--- src/rtl/mc_control_fsm.sv ---
// -----------------------------------------------------------------------------
// mc_control_fsm
//
// Multicycle control unit for the 16-bit datapath. A Moore state register
// sequences each instruction through fetch / decode / execute / memory /
// writeback. It stalls in FETCH, MEM_RD and MEM_WR until MEM_READY is high.
// ALUSRCB and PCSRC drive the S inputs of the downstream mux4b4 instances.
//
// Optional feature (compile-time macro MC_CONTROL_ILLEGAL_TRAP_EN):
//   When the macro is defined, an illegal opcode in DECODE enters TRAP for one
//   cycle. TRAP loads the PC from the trap vector and pulses FAULT.
//   When the macro is undefined, an illegal opcode is a NOP (DECODE -> FETCH)
//   and FAULT is tied to 0.
//
// Parameters:
//   OPW          opcode width (IR[15:12])
//   TRAP_VEC_SEL PCSRC code that selects the trap vector (feature build only)
//
// Ports:
//   CLK          in   system clock, rising edge
//   RST_N        in   asynchronous active-low reset
//   OPCODE       in   instruction opcode, valid from DECODE onward
//   ZERO         in   ALU zero flag (the datapath does the PCWRITECOND AND)
//   MEM_READY    in   memory has completed the current access this cycle
//   ALUSRCA      out  0=PC, 1=reg A
//   ALUSRCB      out  00=reg B, 01=const 1, 10=sign-ext imm, 11=zero
//   ALUOP        out  00=add, 01=sub, 10=use funct
//   PCSRC        out  00=ALU result, 01=ALUOUT, 10=jump target, 11=trap vector
//   PCWRITE      out  unconditional PC load
//   PCWRITECOND  out  PC load qualified by ZERO
//   IORD         out  memory address: 0=PC, 1=ALUOUT
//   MEMREAD      out  memory read request
//   MEMWRITE     out  memory write request
//   IRWRITE      out  instruction register load
//   REGWRITE     out  register file write
//   REGDST       out  0=rt, 1=rd
//   MEMTOREG     out  0=ALUOUT, 1=MDR
//   HALTED       out  FSM parked in HALT
//   FAULT        out  illegal-opcode pulse (feature build only, else 0)
// -----------------------------------------------------------------------------
module mc_control_fsm #(
    parameter int          OPW          = 4,
    parameter logic [1:0]  TRAP_VEC_SEL = 2'b11
) (
    input  logic           CLK,
    input  logic           RST_N,
    input  logic [OPW-1:0] OPCODE,
    input  logic           ZERO,
    input  logic           MEM_READY,
    output logic           ALUSRCA,
    output logic [1:0]     ALUSRCB,
    output logic [1:0]     ALUOP,
    output logic [1:0]     PCSRC,
    output logic           PCWRITE,
    output logic           PCWRITECOND,
    output logic           IORD,
    output logic           MEMREAD,
    output logic           MEMWRITE,
    output logic           IRWRITE,
    output logic           REGWRITE,
    output logic           REGDST,
    output logic           MEMTOREG,
    output logic           HALTED,
    output logic           FAULT
);

    localparam logic [OPW-1:0] OP_R    = OPW'(4'b0000);
    localparam logic [OPW-1:0] OP_ADDI = OPW'(4'b0001);
    localparam logic [OPW-1:0] OP_LW   = OPW'(4'b0010);
    localparam logic [OPW-1:0] OP_SW   = OPW'(4'b0011);
    localparam logic [OPW-1:0] OP_BEQ  = OPW'(4'b0100);
    localparam logic [OPW-1:0] OP_J    = OPW'(4'b0101);
    localparam logic [OPW-1:0] OP_HALT = OPW'(4'b1111);

    typedef enum logic [3:0] {
        RST_ST      = 4'd0,
        FETCH_ST    = 4'd1,
        DECODE_ST   = 4'd2,
        EXEC_R_ST   = 4'd3,
        WB_R_ST     = 4'd4,
        EXEC_I_ST   = 4'd5,
        WB_I_ST     = 4'd6,
        MEM_ADDR_ST = 4'd7,
        MEM_RD_ST   = 4'd8,
        MEM_WB_ST   = 4'd9,
        MEM_WR_ST   = 4'd10,
        BRANCH_ST   = 4'd11,
        JUMP_ST     = 4'd12,
`ifdef MC_CONTROL_ILLEGAL_TRAP_EN
        TRAP_ST     = 4'd14,
`endif
        HALT_ST     = 4'd13
    } state_t;

    state_t state_q;
    state_t state_d;

    // ZERO is consumed by the datapath, not by the sequencer. The trap
    // selector only matters when the trap feature is built in.
    logic unused_inputs;
`ifdef MC_CONTROL_ILLEGAL_TRAP_EN
    assign unused_inputs = ZERO;
`else
    assign unused_inputs = ZERO ^ (^TRAP_VEC_SEL);
`endif

    // NOTE: the state register uses non-blocking assignment so every flop
    // samples the pre-edge value of state_d; blocking here would create
    // order-dependent simulation that does not match the synthesized flop.
    always_ff @(posedge CLK or negedge RST_N) begin
        if (!RST_N) begin
            state_q <= RST_ST;
        end else begin
            state_q <= state_d;
        end
    end

    always_comb begin
        // NOTE: every output and state_d gets a default before the case, so
        // no path through the case leaves a signal unassigned (no latches).
        state_d     = state_q;
        ALUSRCA     = 1'b0;
        ALUSRCB     = 2'b00;
        ALUOP       = 2'b00;
        PCSRC       = 2'b00;
        PCWRITE     = 1'b0;
        PCWRITECOND = 1'b0;
        IORD        = 1'b0;
        MEMREAD     = 1'b0;
        MEMWRITE    = 1'b0;
        IRWRITE     = 1'b0;
        REGWRITE    = 1'b0;
        REGDST      = 1'b0;
        MEMTOREG    = 1'b0;
        HALTED      = 1'b0;
        FAULT       = 1'b0;

        case (state_q)
            RST_ST: begin
                state_d = FETCH_ST;
            end

            FETCH_ST: begin
                // PC+1 is computed in the ALU. The PC and IR load only on
                // the cycle the instruction word actually arrives.
                MEMREAD = 1'b1;
                ALUSRCB = 2'b01;
                IRWRITE = MEM_READY;
                PCWRITE = MEM_READY;
                if (MEM_READY) begin
                    state_d = DECODE_ST;
                end
            end

            DECODE_ST: begin
                // Branch target (PC + imm) is precomputed into ALUOUT.
                ALUSRCB = 2'b10;
                unique case (OPCODE)
                    OP_R:         state_d = EXEC_R_ST;
                    OP_ADDI:      state_d = EXEC_I_ST;
                    OP_LW, OP_SW: state_d = MEM_ADDR_ST;
                    OP_BEQ:       state_d = BRANCH_ST;
                    OP_J:         state_d = JUMP_ST;
                    OP_HALT:      state_d = HALT_ST;
`ifdef MC_CONTROL_ILLEGAL_TRAP_EN
                    default:      state_d = TRAP_ST;
`else
                    default:      state_d = FETCH_ST;
`endif
                endcase
            end

            EXEC_R_ST: begin
                ALUSRCA = 1'b1;
                ALUOP   = 2'b10;
                state_d = WB_R_ST;
            end

            WB_R_ST: begin
                REGWRITE = 1'b1;
                REGDST   = 1'b1;
                state_d  = FETCH_ST;
            end

            EXEC_I_ST: begin
                ALUSRCA = 1'b1;
                ALUSRCB = 2'b10;
                state_d = WB_I_ST;
            end

            WB_I_ST: begin
                REGWRITE = 1'b1;
                state_d  = FETCH_ST;
            end

            MEM_ADDR_ST: begin
                ALUSRCA = 1'b1;
                ALUSRCB = 2'b10;
                // The opcode is sampled again here. If it is no longer a
                // load or store, the instruction is dropped instead of
                // issuing a stray memory access.
                if (OPCODE == OP_LW) begin
                    state_d = MEM_RD_ST;
                end else if (OPCODE == OP_SW) begin
                    state_d = MEM_WR_ST;
                end else begin
                    state_d = FETCH_ST;
                end
            end

            MEM_RD_ST: begin
                MEMREAD = 1'b1;
                IORD    = 1'b1;
                if (MEM_READY) begin
                    state_d = MEM_WB_ST;
                end
            end

            MEM_WB_ST: begin
                REGWRITE = 1'b1;
                MEMTOREG = 1'b1;
                state_d  = FETCH_ST;
            end

            MEM_WR_ST: begin
                MEMWRITE = 1'b1;
                IORD     = 1'b1;
                if (MEM_READY) begin
                    state_d = FETCH_ST;
                end
            end

            BRANCH_ST: begin
                ALUSRCA     = 1'b1;
                ALUOP       = 2'b01;
                PCWRITECOND = 1'b1;
                PCSRC       = 2'b01;
                state_d     = FETCH_ST;
            end

            JUMP_ST: begin
                PCWRITE = 1'b1;
                PCSRC   = 2'b10;
                state_d = FETCH_ST;
            end

            HALT_ST: begin
                HALTED  = 1'b1;
                state_d = HALT_ST;
            end

`ifdef MC_CONTROL_ILLEGAL_TRAP_EN
            TRAP_ST: begin
                PCWRITE = 1'b1;
                PCSRC   = TRAP_VEC_SEL;
                FAULT   = 1'b1;
                state_d = FETCH_ST;
            end
`endif

            default: begin
                // Unused encodings drive all outputs to 0 for one cycle and
                // then resume normal operation at FETCH.
                state_d = FETCH_ST;
            end
        endcase
    end

endmodule
--- config.mk ---
export PLATFORM = sky130hd
export DESIGN_NAME = mc_control_fsm
export DESIGN_NICKNAME = d
export VERILOG_FILES = /design/src/rtl/mc_control_fsm.sv
export SDC_FILE = /design/constraint.sdc
export NUM_CORES = 1
export LEC_CHECK = 0
export BUFFER_PORTS_ARGS = -buffer_cell sky130_fd_sc_hd__buf_2
export CORE_MARGIN = 3
export CORE_UTILIZATION = 40
export CTS_CLUSTER_DIAMETER = 80
export DETAILED_ROUTE_END_ITERATION = 7
export PLACE_DENSITY = 0.73
export SYNTH_ARGS = -nofsm -noshare
export SYNTH_HDL_FRONTEND = slang
export SYNTH_SLANG_ARGS = --single-unit
--- constraint.sdc ---
create_clock -name CLK -period 1.17 [get_ports CLK]
set_input_delay 0 -clock CLK [delete_from_list [all_inputs] [get_ports CLK]]
set_output_delay 0 -clock CLK [all_outputs]
set_load 0.005 [all_outputs]
==> results_dict.tcl, run 1 <==
set metrics [dict create \
    outcome "stopped before the end" \
    haltStage "5_1_grt" \
    firstError "[ERROR DPL-0038] Utilization greater than 100%, impossible to legalize" \
    cts_sinks 4 \
    ys_async_sr_fraction_pct 100 \
    pre_cts_ws_ns -0.110 \
    die_w_um 43.1 \
    ys_ff_latch 4 \
    synth_most_common_cell "nor2_1" \
    syn_area_um2 549 \
    placementRows 12 \
    place_congestion 0.915 \
    synth.largest_area_cell "dfrtp_1" \
    synth.avg_cell_area_um2 7.63 \
    dp_hpwl_um 1350 \
    synth-edff-count 0 \
    yosysWarnings 0 \
    clockBufferDepth 2 \
    crit_endpoint "PCWRITE" \
    cts_root_buf "clkbuf_4" \
    numCtsBuffers 3 \
    worst_endpoint_kind "primary output" \
    synth_top_area_share_pct 18.2 \
    synth_cell_types 35 \
    io_pins 26 \
    start_util_pct 45.7 \
    syn_inst 72 \
    grt_max_degree 11 \
    die_h_um 43.1 \
    synth_nets 80 \
    synthFlopType "dfrtp_1" \
    port_buffers 23 \
    synthTopCellsByCount "nor2_1, buf_4, nor3_1" \
    yosys-top-cells-area "dfrtp_1, buf_4, nor2_1, nand2b_1, nor3_1" \
    htreeDepth 1 \
    ys_seq_area_share_pct 18.2 \
]
[through the flow]
stage	instances	TNS (ns)	instance area [µm²]
4_1_cts	136	-1.57	1090
3_5_place_dp	118	-0.307	748
3_3_place_gp	118	-0.160	748
2_1_floorplan	72	0	549
[repair_timing]
| item | CTS |
|---|---|
| pin swaps | 14 |
| setup endpoints to repair | 21 |
| hold buffers | 1 |
| resized for setup | 43 |
| endpoints found under the hold margin | 4 |
| buffers inserted | 13 |
| cloned | 1 |
[logic make-up after synthesis]
group                     Yosys count  share of synthesized area [%]
AOI/OAI and AO/OA                  18                           23.9
xor gates and xnor gates            1                           1.59
buffers and inverters               9                           11.8
DFF                                 4                           18.2
other                               1                          0.683
and+or+nand+nor                    39                           43.7
==> run 2: changes to the inputs <==
CORE_AREA = 3 3 64 66   (was unset)
CORE_MARGIN = unset   (was 3)
CORE_UTILIZATION = unset   (was 40)
CTS_CLUSTER_DIAMETER = unset   (was 80)
DIE_AREA = 0 0 67 69   (was unset)
PLACE_DENSITY = unset   (was 0.73)
PLACE_DENSITY_LB_ADDON = 0.15   (was unset)
clock period = 1.5 ns   (was 1.17 ns; I/O delays follow)
==> results_dict.tcl, run 2 <==
set metrics [dict create \
    cp-end-kind "primary output" \
    synthFlopType "dfrtp_1" \
    wirelength_um 1740 \
    place_congestion 0.760 \
    placementRows 22 \
    synth_most_common_cell "nor2_1" \
    met2_length_um 735 \
    final_cell_mix "buf_2, nor2_1, buf_4" \
    cts_sinks 4 \
    outcome "finished clean" \
    path_max_fanout 7 \
    io_pins 26 \
    critical_path_class "flip-flop to primary output" \
    numCtsBuffers 3 \
    drt_iter0_drc 13 \
    largest_reg_flops 4 \
    finalCritPeriodShare_pct 93.6 \
    synth-edff-count 0 \
    topRoutingLayerUsed "met4" \
    die_w_um 67 \
    r2r_cells 4 \
    drc 0 \
    fmax_mhz 712 \
    reg_top3 "state_q: 4 flops" \
    layout.cells.non_filler 148 \
    grt_pass1_vias 585 \
    layout_commonest_cell "buf_2" \
    synth_top_area_share_pct 18.2 \
    finalSetupViolations 0 \
    antenna_found_initial 0 \
    finalHoldViolCount 0 \
    cts_setup_buffers 0 \
    overflow 0 \
    ys_async_sr_fraction_pct 100 \
    wl_met1_um 910 \
    start_util_pct 15.1 \
    clock_latency_ns 0.22 \
    num_antenna_cells 0 \
    core_area_um2 3630 \
    grt_util_all_layers_pct 7.52 \
    fin_crit_ns 1.40 \
    synth_cell_types 35 \
    p_per_area_nw_per_um2 1550 \
    die_h_um 69 \
    synth.avg_cell_area_um2 7.63 \
    syn_area_um2 549 \
    dr_wl_met3_um 83 \
    avgViaCountPerCell 4.16 \
    firstDrtPassIters 4 \
    maxSlewViolCount 0 \
    ir_drop_mv 0.279 \
    cts_tree "built" \
    grt_setup_unrepaired "no" \
    dp_cells 144 \
    placed_area_um2 731 \
    cp.arrival_ns 1.40 \
    regMostFlops "state_q" \
    syn_to_final_growth_pct 42.6 \
    utilization_pct 21.6 \
    htreeDepth 1 \
    port_buffers 23 \
    yosysWarnings 0 \
    fin_worst_skew_ns 0.00207 \
    setup_tns_ns 0 \
    synth_nets 80 \
    yosys-top-cells-area "dfrtp_1, buf_4, nor2_1, nand2b_1, nor3_1" \
    final_area_um2 783 \
    reg2reg_from "state_q[3]" \
    ys_seq_area_share_pct 18.2 \
    crit_required_ns 1.50 \
    grt_pass1_wl_um 2810 \
    drive_gt1_share_pct 44.0 \
    detail-route-antenna-nets 0 \
    dp_hpwl_um 1410 \
    dr_total_vias 616 \
    cts_root_buf "clkbuf_8" \
    final_nets 110 \
    worst_hold_path_type "input pin to asynchronous set/reset pin" \
    startpoint_type "flip-flop" \
    drv_cap 0 \
    path_clk_slew_ns 0.03 \
    clockBufferDepth 2 \
    grt_max_degree 10 \
    syn_inst 72 \
    wire_per_inst_um 11.8 \
    reg2reg_slack_ns 0.23 \
    p_leak_nw 0.366 \
    synth.largest_area_cell "dfrtp_1" \
    die-area_um2 4620 \
    synthTopCellsByCount "nor2_1, buf_4, nor3_1" \
    r2r-end "state_q[1]" \
    ys_ff_latch 4 \
]
run 2: cell counts after synthesis:
Identical to the previous run, type by type.
run 2: layout make-up:
type / instances / area, µm²
fill: 425 / 2850
multi-input combinational: 59 / 384
timing repair buffer: 33 / 193
sequential: 4 / 101
tap: 48 / 60.1
clock buffer: 3 / 41.3
inverter: 1 / 3.75
run 2: where the power goes:
group          internal (mW)  switching [mW]
Sequential             0.150          0.0797
Combinational          0.370           0.383
Clock                  0.171          0.0595
run 2: worst max path at each step:
| stage | start | to | slack, ns | cells past startpoint |
|---|---|---|---|---|
| finish | state_q[1] | PCWRITE | 0.1 | 5 |
| global route | state_q[1] | PCWRITE | 0.02 | 5 |
| CTS | state_q[3] | PCWRITE | 0.07 | 4 |
| detailed placement | state_q[3] | state_q[1] | 0.21 | 4 |
| global placement | state_q[2] | state_q[0] | 0.17 | 3 |
| floorplan | state_q[3] | state_q[0] | 0.39 | 4 |
run 2: worst max-delay path, stage by stage (launching register included):
cell and delay [ns]:
dfrtp_1 0.40, buf_4 0.18, nand2b_1 0.19, nor4_2 0.18, or2_1 0.13, buf_2 0.10
run 2: what timing repair did:
| item | in CTS | in global routing |
|---|---|---|
| resized for setup | 0 | 1 |
| hold buffers | 1 | 0 |
| setup endpoints to repair | 0 | 2 |
| endpoints found under the hold margin | 4 | 0 |
run 2: cells by family (layout without fill, tap and decap cells):
group,after synthesis,after routing,synth area share [%]
flops,4,4,18.2
buf+inv,9,37,11.8
xor+xnor,1,1,1.59
other cells,1,1,0.683
simple gates,39,39,43.7
compound gates,18,18,23.9
run 2: layer usage:
layer,track usage (%),vias up
met1,11.0,276
li1,-,314
met3,0.489,2
met4,2.70,0
met5,0,-
met2,11.4,24
run 2: stage by stage:
step           total power, mW  hold WS [ns]  setup slack (ns)
6_report                  1.21         0.117            0.0958
5_1_grt                   1.32         0.156            0.0177
4_1_cts                   1.23         0.117            0.0721
3_5_place_dp             0.997        -0.189             0.211
3_3_place_gp             0.989        -0.192             0.174
2_1_floorplan            0.698        -0.296             0.386
Note: power is estimated with default switching activity, not from simulation.
